<file path="config.mk">
export PLATFORM = sky130hd
export DESIGN_NAME = uart_program_loader
export DESIGN_NICKNAME = d
export VERILOG_FILES = /design/src/rtl/uart_program_loader.sv
export SDC_FILE = /design/constraint.sdc
export NUM_CORES = 1
export LEC_CHECK = 0
export BUFFER_PORTS_ARGS = -buffer_cell sky130_fd_sc_hd__buf_2
export CAP_MARGIN = 20
export CORE_MARGIN = 1.5
export CORE_UTILIZATION = 30
export DETAILED_ROUTE_END_ITERATION = 10
export GPL_TIMING_DRIVEN = 0
export MAX_ROUTING_LAYER = met4
export PLACE_DENSITY = 0.56
export SYNTH_ARGS = -nofsm -noshare
export SYNTH_HDL_FRONTEND = slang
export SYNTH_SLANG_ARGS = --single-unit
</file>
<file path="constraint.sdc">
create_clock -name clk -period 2.5 [get_ports clk]
set_input_delay 0.375 -clock clk [delete_from_list [all_inputs] [get_ports clk]]
set_output_delay 0.375 -clock clk [all_outputs]
set_load 0.1 [all_outputs]
</file>
<file path="src/rtl/uart_program_loader.sv">
// uart_program_loader
//   Receives a program image over an 8N1 UART line and writes it into an
//   instruction memory, holding the core in reset until the load is done.
//   Wire format: one header byte N (word count), then N 32-bit words sent
//   little-endian, four bytes per word.
//
// Ports
//   clk          system clock, rising edge
//   rst_n        asynchronous active-low reset
//   rx           serial input, idle high, LSB first
//   o_we         one-cycle instruction-memory write strobe
//   o_addr       word address of the write (wraps modulo 2^ADDR_WIDTH)
//   o_wdata      32-bit instruction word of the write
//   o_core_rst_n active-low core reset, released once the load completes
//   o_busy       high from header acceptance until the load completes
//   o_err        sticky framing-error flag
module uart_program_loader #(
    parameter int CLKS_PER_BIT = 434,
    parameter int ADDR_WIDTH   = 6
) (
    input  logic                  clk,
    input  logic                  rst_n,
    input  logic                  rx,
    output logic                  o_we,
    output logic [ADDR_WIDTH-1:0] o_addr,
    output logic [31:0]           o_wdata,
    output logic                  o_core_rst_n,
    output logic                  o_busy,
    output logic                  o_err
);

    // A bit period of one cycle still needs a non-zero half-bit wait.
    localparam int HALF = (CLKS_PER_BIT / 2 > 0) ? CLKS_PER_BIT / 2 : 1;
    localparam int CW   = $clog2(CLKS_PER_BIT + 1);
    localparam logic [CW-1:0] BIT_LAST  = CW'(CLKS_PER_BIT - 1);
    localparam logic [CW-1:0] HALF_LAST = CW'(HALF - 1);

    typedef enum logic [1:0] {RX_IDLE, RX_START, RX_DATA, RX_STOP} rx_state_t;
    typedef enum logic [1:0] {LD_HDR, LD_DATA, LD_DONE} ld_state_t;

    rx_state_t       rx_state, rx_next;
    ld_state_t       ld_state, ld_next;
    logic            rx_meta, rx_sync, rx_prev;
    logic [1:0]      sync_cnt;
    logic            sync_ready;
    logic [CW-1:0]   clk_cnt;
    logic [2:0]      bit_idx;
    logic [7:0]      shift;
    logic            byte_valid;
    logic            half_tick, bit_tick, clear_cnt;
    logic [7:0]      words_left;
    logic [1:0]      byte_idx;
    logic [23:0]     word_buf;
    logic [ADDR_WIDTH-1:0] word_idx;

    // Two-flop synchronizer plus a delayed copy for edge detection. The
    // flops reset to the idle level so reset release never looks like a
    // start edge; sync_cnt keeps the receiver blind until two clocks of
    // real rx samples have passed through.
    always_ff @(posedge clk or negedge rst_n) begin
        if (!rst_n) begin
            rx_meta  <= 1'b1;
            rx_sync  <= 1'b1;
            rx_prev  <= 1'b1;
            sync_cnt <= 2'd0;
        end else begin
            rx_meta <= rx;
            rx_sync <= rx_meta;
            rx_prev <= rx_sync;
            if (!sync_ready) begin
                sync_cnt <= sync_cnt + 2'd1;
            end
        end
    end

    assign sync_ready = (sync_cnt == 2'd2);

    // Receiver state register.
    always_ff @(posedge clk or negedge rst_n) begin
        if (!rst_n) begin
            rx_state <= RX_IDLE;
        end else begin
            rx_state <= rx_next;
        end
    end

    // Receiver next-state: the start bit is re-checked half a bit in, so a
    // short low glitch falls back to idle without producing a byte.
    always_comb begin
        rx_next   = rx_state;
        half_tick = (clk_cnt == HALF_LAST);
        bit_tick  = (clk_cnt == BIT_LAST);
        clear_cnt = 1'b0;
        case (rx_state)
            RX_IDLE: begin
                clear_cnt = 1'b1;
                if (sync_ready && rx_prev && !rx_sync) rx_next = RX_START;
            end
            RX_START: begin
                if (half_tick) begin
                    clear_cnt = 1'b1;
                    rx_next   = rx_sync ? RX_IDLE : RX_DATA;
                end
            end
            RX_DATA: begin
                clear_cnt = bit_tick;
                if (bit_tick && bit_idx == 3'd7) rx_next = RX_STOP;
            end
            RX_STOP: begin
                clear_cnt = bit_tick;
                if (bit_tick) rx_next = RX_IDLE;
            end
            default: rx_next = RX_IDLE;
        endcase
    end

    // Receiver datapath: bit timer, LSB-first shifter, and the stop-bit
    // verdict (byte strobe on a good stop, sticky error on a bad one).
    always_ff @(posedge clk or negedge rst_n) begin
        if (!rst_n) begin
            clk_cnt    <= '0;
            bit_idx    <= 3'd0;
            shift      <= 8'd0;
            byte_valid <= 1'b0;
            o_err      <= 1'b0;
        end else begin
            clk_cnt    <= clear_cnt ? '0 : clk_cnt + 1'b1;
            byte_valid <= 1'b0;
            if (rx_state == RX_START) begin
                bit_idx <= 3'd0;
            end
            if (rx_state == RX_DATA && bit_tick) begin
                shift   <= {rx_sync, shift[7:1]};
                bit_idx <= bit_idx + 3'd1;
            end
            if (rx_state == RX_STOP && bit_tick) begin
                if (rx_sync) byte_valid <= 1'b1;
                else         o_err      <= 1'b1;
            end
        end
    end

    // Loader state register.
    always_ff @(posedge clk or negedge rst_n) begin
        if (!rst_n) begin
            ld_state <= LD_HDR;
        end else begin
            ld_state <= ld_next;
        end
    end

    // Loader next-state and status outputs. Leaving DATA is keyed off the
    // final write strobe itself, so the core reset releases one cycle
    // after that strobe.
    always_comb begin
        ld_next      = ld_state;
        o_busy       = 1'b0;
        o_core_rst_n = 1'b0;
        case (ld_state)
            LD_HDR: begin
                if (byte_valid) ld_next = (shift == 8'd0) ? LD_DONE : LD_DATA;
            end
            LD_DATA: begin
                o_busy = 1'b1;
                if (o_we && words_left == 8'd0) ld_next = LD_DONE;
            end
            LD_DONE: begin
                o_core_rst_n = 1'b1;
            end
            default: ld_next = LD_HDR;
        endcase
    end

    // Loader datapath: little-endian word assembly and the write port.
    // o_addr/o_wdata are only updated on a write so they hold in between.
    always_ff @(posedge clk or negedge rst_n) begin
        if (!rst_n) begin
            o_we       <= 1'b0;
            o_addr     <= '0;
            o_wdata    <= 32'd0;
            words_left <= 8'd0;
            byte_idx   <= 2'd0;
            word_buf   <= 24'd0;
            word_idx   <= '0;
        end else begin
            o_we <= 1'b0;
            if (ld_state == LD_HDR && byte_valid) begin
                words_left <= shift;
                byte_idx   <= 2'd0;
            end
            if (ld_state == LD_DATA && byte_valid) begin
                byte_idx <= byte_idx + 2'd1;
                case (byte_idx)
                    2'd0: word_buf[7:0]   <= shift;
                    2'd1: word_buf[15:8]  <= shift;
                    2'd2: word_buf[23:16] <= shift;
                    default: begin
                        o_we       <= 1'b1;
                        o_wdata    <= {shift, word_buf};
                        o_addr     <= word_idx;
                        word_idx   <= word_idx + 1'b1;
                        words_left <= words_left - 8'd1;
                    end
                endcase
            end
        end
    end

endmodule

</file>
==> summary by stage <==
Run status
The flow ran to the end, and the final reports show no timing, DRC or antenna violations.

Yosys
Ranked by total cell area, the synthesized netlist is headed by sky130_fd_sc_hd__dfrtp_1 (57%), sky130_fd_sc_hd__nand2_1 (11%), sky130_fd_sc_hd__mux2_2 (7.9%), sky130_fd_sc_hd__ha_1 (3.5%), sky130_fd_sc_hd__xnor2_1 (2.2%). Counting flops and latches in the post-synthesis netlist gives 110. Counting distinct cell types in the post-synthesis netlist gives 48. The share of synthesized area in the top cell type comes to 57.2%. The synthesized netlist net count is 447. Summed over all instances, the cell type with the most area after synthesis is sky130_fd_sc_hd__dfrtp_1. Sequential elements use 58.9% of the synthesized area.

In this run the cell area of the synthesized design comes to 4680 sq um. Synthesis handed over a netlist of 431 instances. The mean cell area of the mapped netlist is 10.9 sq um. The fraction of registers with async set or reset after synthesis is 100%. Among all flip-flop cells after synthesis, the most frequent one is sky130_fd_sc_hd__dfrtp_1. During synthesis, Yosys emitted a total of 0 warnings. The number of enable flip-flop cells after synthesis is 0.

Clock tree
In this run, CTS created clock tree buffers numbering 9. The source-to-sink clock delay at the later pin of the worst-skew pair is 0.35 ns. The H-tree depth is 3. TritonCTS built the clock tree. The post-CTS setup buffer count is 0.

The maximum buffer depth of the clock tree is 2. The tree built by TritonCTS fans out to 110 sinks. The clock-pin slew reported for the worst setup and hold paths after clock tree synthesis is 0.07 ns. The number of buffers inserted by hold repair at cts is 0. CTS placed an instance of sky130_fd_sc_hd__clkbuf_16 at the clock tree root. The number of gates resized after CTS was 0.

Worst setup path
The critical register-to-register path startpoint is clk_cnt[1]. Data arrives at the worst endpoint at 1.48 ns. The kind of launch point of the worst setup path is a flop. The slowest stage of the critical path belongs to the cell sky130_fd_sc_hd__dfrtp_1. The signal on the critical path passes through nor2b_1 -> buf_2. The worst setup path category is flop to primary output. The stage delay of the slowest cell on the critical path is 0.50 ns. Of all nets on the critical path, the largest fanout is 9. The worst setup path is captured at a primary output. The depth of the worst register-to-register path is 6.

The required time reported for the critical path endpoint is 2.12 ns. In this run the register-to-register setup slack is 0.68 ns. The endpoint of the lowest-slack register-to-register path is clk_cnt[2].

Placed design
The post-placement worst setup slack is 0.662 ns. The final weighted congestion in routability-driven placement is 0.849. The HPWL after detailed placement is 6570 microns.

The count of buffers inserted at the top-level ports is 44.

Route
The number of detailed-routing iterations run before antenna repair is 4. The detailed-route wire length is 9560 microns. The per-cell via count in the routed design is 4.67. For this block, the initial DRC count from the detailed router was 130. The total DRC errors in the routed layout is 0.

The count of nets left with antenna violations once routing finished came out at 0. Dividing the detail-routed wire length by the instance count gives 14.1 microns. The final route contains 3163 vias.

STA
Setup violations remaining at the end of the flow were counted as 0. Derived from the worst setup path, the maximum achievable clock frequency is 0.538 GHz. The total negative slack for setup checks is 0 ns.

Setup repair after global routing left no endpoint under its margin. The headroom to the max-slew limit is 44.8%. The clock period minus final worst setup slack is 1.86 ns.

The worst setup skew after layout is 0.00763 ns. At the pin with the least slew margin, the transition time is 0.828 ns. The final hold slack is 0.123 ns.

The count of pins over their slew limit is 0. The fraction of the cycle the final worst path needs is 74.4%. The final critical-path setup slack is 0.640 ns. The total count of hold-check failures in the final report came to 0.

Final layout
After filler insertion, the fill cell instance count of the layout stands at 1534. The post-route netlist has 22.4% of its cells at a drive strength greater than 1. The growth of design area from synthesis to finish is 16.4%. The utilization after layout is 35.8%. The repair_antennas step left the layout with diodes totalling 0.

The layout net count is 503.

Floorplanning
The area of the die is 16300 sq um. The starting density of the core is 30.8%. The core area is 15200 sq um.

The number of top-level pins is 45. The die is 128 microns wide. The cell row count is 45. The height of the die is 128 microns.

Global routing
The number of global-route vias before repair came to 3242. The global-route wire length before repair is 16600 microns. The initial antenna violation count came to 0. The aggregate global-route resource usage is 13.5%. The maximum number of pins on one net before global-route repair is 65.

The total grt overflow is 0.

Power
The power density over the cells is 633 nW/um^2. The leakage power total is 2.90 nW. The highest ir drop seen on vdd is 0.395 mV.

Worst hold path
The startpoint identified for the worst hold timing path is rx. The hold path depth is 1. For hold timing, the worst endpoint is rx_meta.

The class of the tightest hold or removal check is input pin to flop.

Flow run
The number of max-cap violations is 0.
==> layout make-up <==
type                            instances  area, sq um  area share [%]
Buffer                                 13         72.6            1.33
Tap cell                              188          235            4.32
Clock buffer                           11          233            4.27
Timing Repair Buffer                   45          250            4.60
Clock inverter                          3         47.5           0.873
Inverter                               12         45.0           0.827
Multi-Input combinational cell        296         1810            33.2
Sequential cell                       110         2760            50.6
==> placed cells by master, fill, tap and decap left out, types with 2 or more instances in the layout <==
cell and instances:
sky130_fd_sc_hd__a21oi_1 8, sky130_fd_sc_hd__a22o_1 5, sky130_fd_sc_hd__a311oi_1 3, sky130_fd_sc_hd__and2_1 3, sky130_fd_sc_hd__buf_2 48, sky130_fd_sc_hd__clkbuf_1 8, sky130_fd_sc_hd__clkbuf_16 9, sky130_fd_sc_hd__clkinv_4 2
sky130_fd_sc_hd__dfrtp_1 107, sky130_fd_sc_hd__dfstp_2 3, sky130_fd_sc_hd__ha_1 13, sky130_fd_sc_hd__inv_1 12, sky130_fd_sc_hd__mux2_2 33, sky130_fd_sc_hd__nand2_1 133, sky130_fd_sc_hd__nand2b_1 3, sky130_fd_sc_hd__nand3_1 9
sky130_fd_sc_hd__nand4_1 7, sky130_fd_sc_hd__nor2_1 21, sky130_fd_sc_hd__nor2b_1 4, sky130_fd_sc_hd__nor3_1 3, sky130_fd_sc_hd__nor4_1 3, sky130_fd_sc_hd__o211ai_1 2, sky130_fd_sc_hd__o21ai_0 9, sky130_fd_sc_hd__xnor2_1 12
==> power breakdown <==
part	leakage [nW]	switching, mW	internal, mW
clock	0.136	0.627	0.771
combinational	1.25	0.105	0.0693
sequential	1.51	0.0504	1.82
==> flip-flops by register name, indices dropped and copies added, names as in the netlist, 2 cells and up, named ones only <==
register	count
o_wdata	32
word_buf	24
clk_cnt	9
shift	8
words_left	8
o_addr	6
word_idx	6
bit_idx	3
byte_idx	2
ld_state	2
sync_cnt	2
==> how the worst max path moves through the flow <==
stage	slack (ns)	from	end
after global placement	-0.17	rst_n	o_err
after detailed placement	0.66	clk_cnt[1]	clk_cnt[2]
after global routing	0.43	clk_cnt[0]	clk_cnt[0]
after floorplan	0.26	ld_state[0]	o_core_rst_n
final	0.64	ld_state[1]	o_core_rst_n
after CTS	0.58	ld_state[1]	o_core_rst_n
==> metal layers <==
layer,routed length (microns),global-route usage [%],vias to the layer above
met5,0,-,-
met4,128,4.36,0
met3,363,3.63,12
met2,4680,21.1,51
met1,4390,17.0,1555
li1,-,-,1545
==> critical path, delay by kind of cell, from the launching register on <==
kind | cells | cell delay (ns)
DFF | 1 | 0.50
buffers and inverters | 1 | 0.44
and+or+nand+nor | 1 | 0.19
==> Yosys cell counts, types with 5 or more instances <==
cell,number
sky130_fd_sc_hd__buf_2,5
sky130_fd_sc_hd__nand3_1,9
sky130_fd_sc_hd__o21ai_0,9
sky130_fd_sc_hd__nor2b_1,5
sky130_fd_sc_hd__nor2_1,21
sky130_fd_sc_hd__mux2_2,33
sky130_fd_sc_hd__a22o_1,5
sky130_fd_sc_hd__inv_1,12
sky130_fd_sc_hd__ha_1,13
sky130_fd_sc_hd__a21oi_1,8
sky130_fd_sc_hd__nand2_1,133
sky130_fd_sc_hd__clkbuf_1,6
sky130_fd_sc_hd__nand4_1,7
sky130_fd_sc_hd__dfrtp_1,107
sky130_fd_sc_hd__xnor2_1,12
==> cells by family (layout without fill, tap and decap cells) <==
| family | after synthesis | after routing | share of synthesized area, % |
|---|---|---|---|
| DFF | 110 | 110 | 58.9 |
| AOI/OAI and AO/OA | 36 | 36 | 5.19 |
| buffers and inverters | 25 | 84 | 2.51 |
| muxes | 33 | 33 | 7.95 |
| adders and majority gates | 13 | 13 | 3.48 |
| xor gates and xnor gates | 13 | 13 | 2.43 |
| and+or+nand+nor | 201 | 201 | 19.5 |
==> per-stage QoR <==
step	instance area (sq um)	power [mW]	std cells
6_report	5450	3.45	678
5_1_grt	5450	3.62	678
4_1_cts	5450	3.50	678
3_5_place_dp	5160	2.09	664
3_3_place_gp	5130	2.07	663
2_1_floorplan	4680	2.01	431
(Power assumes the default switching activity.)
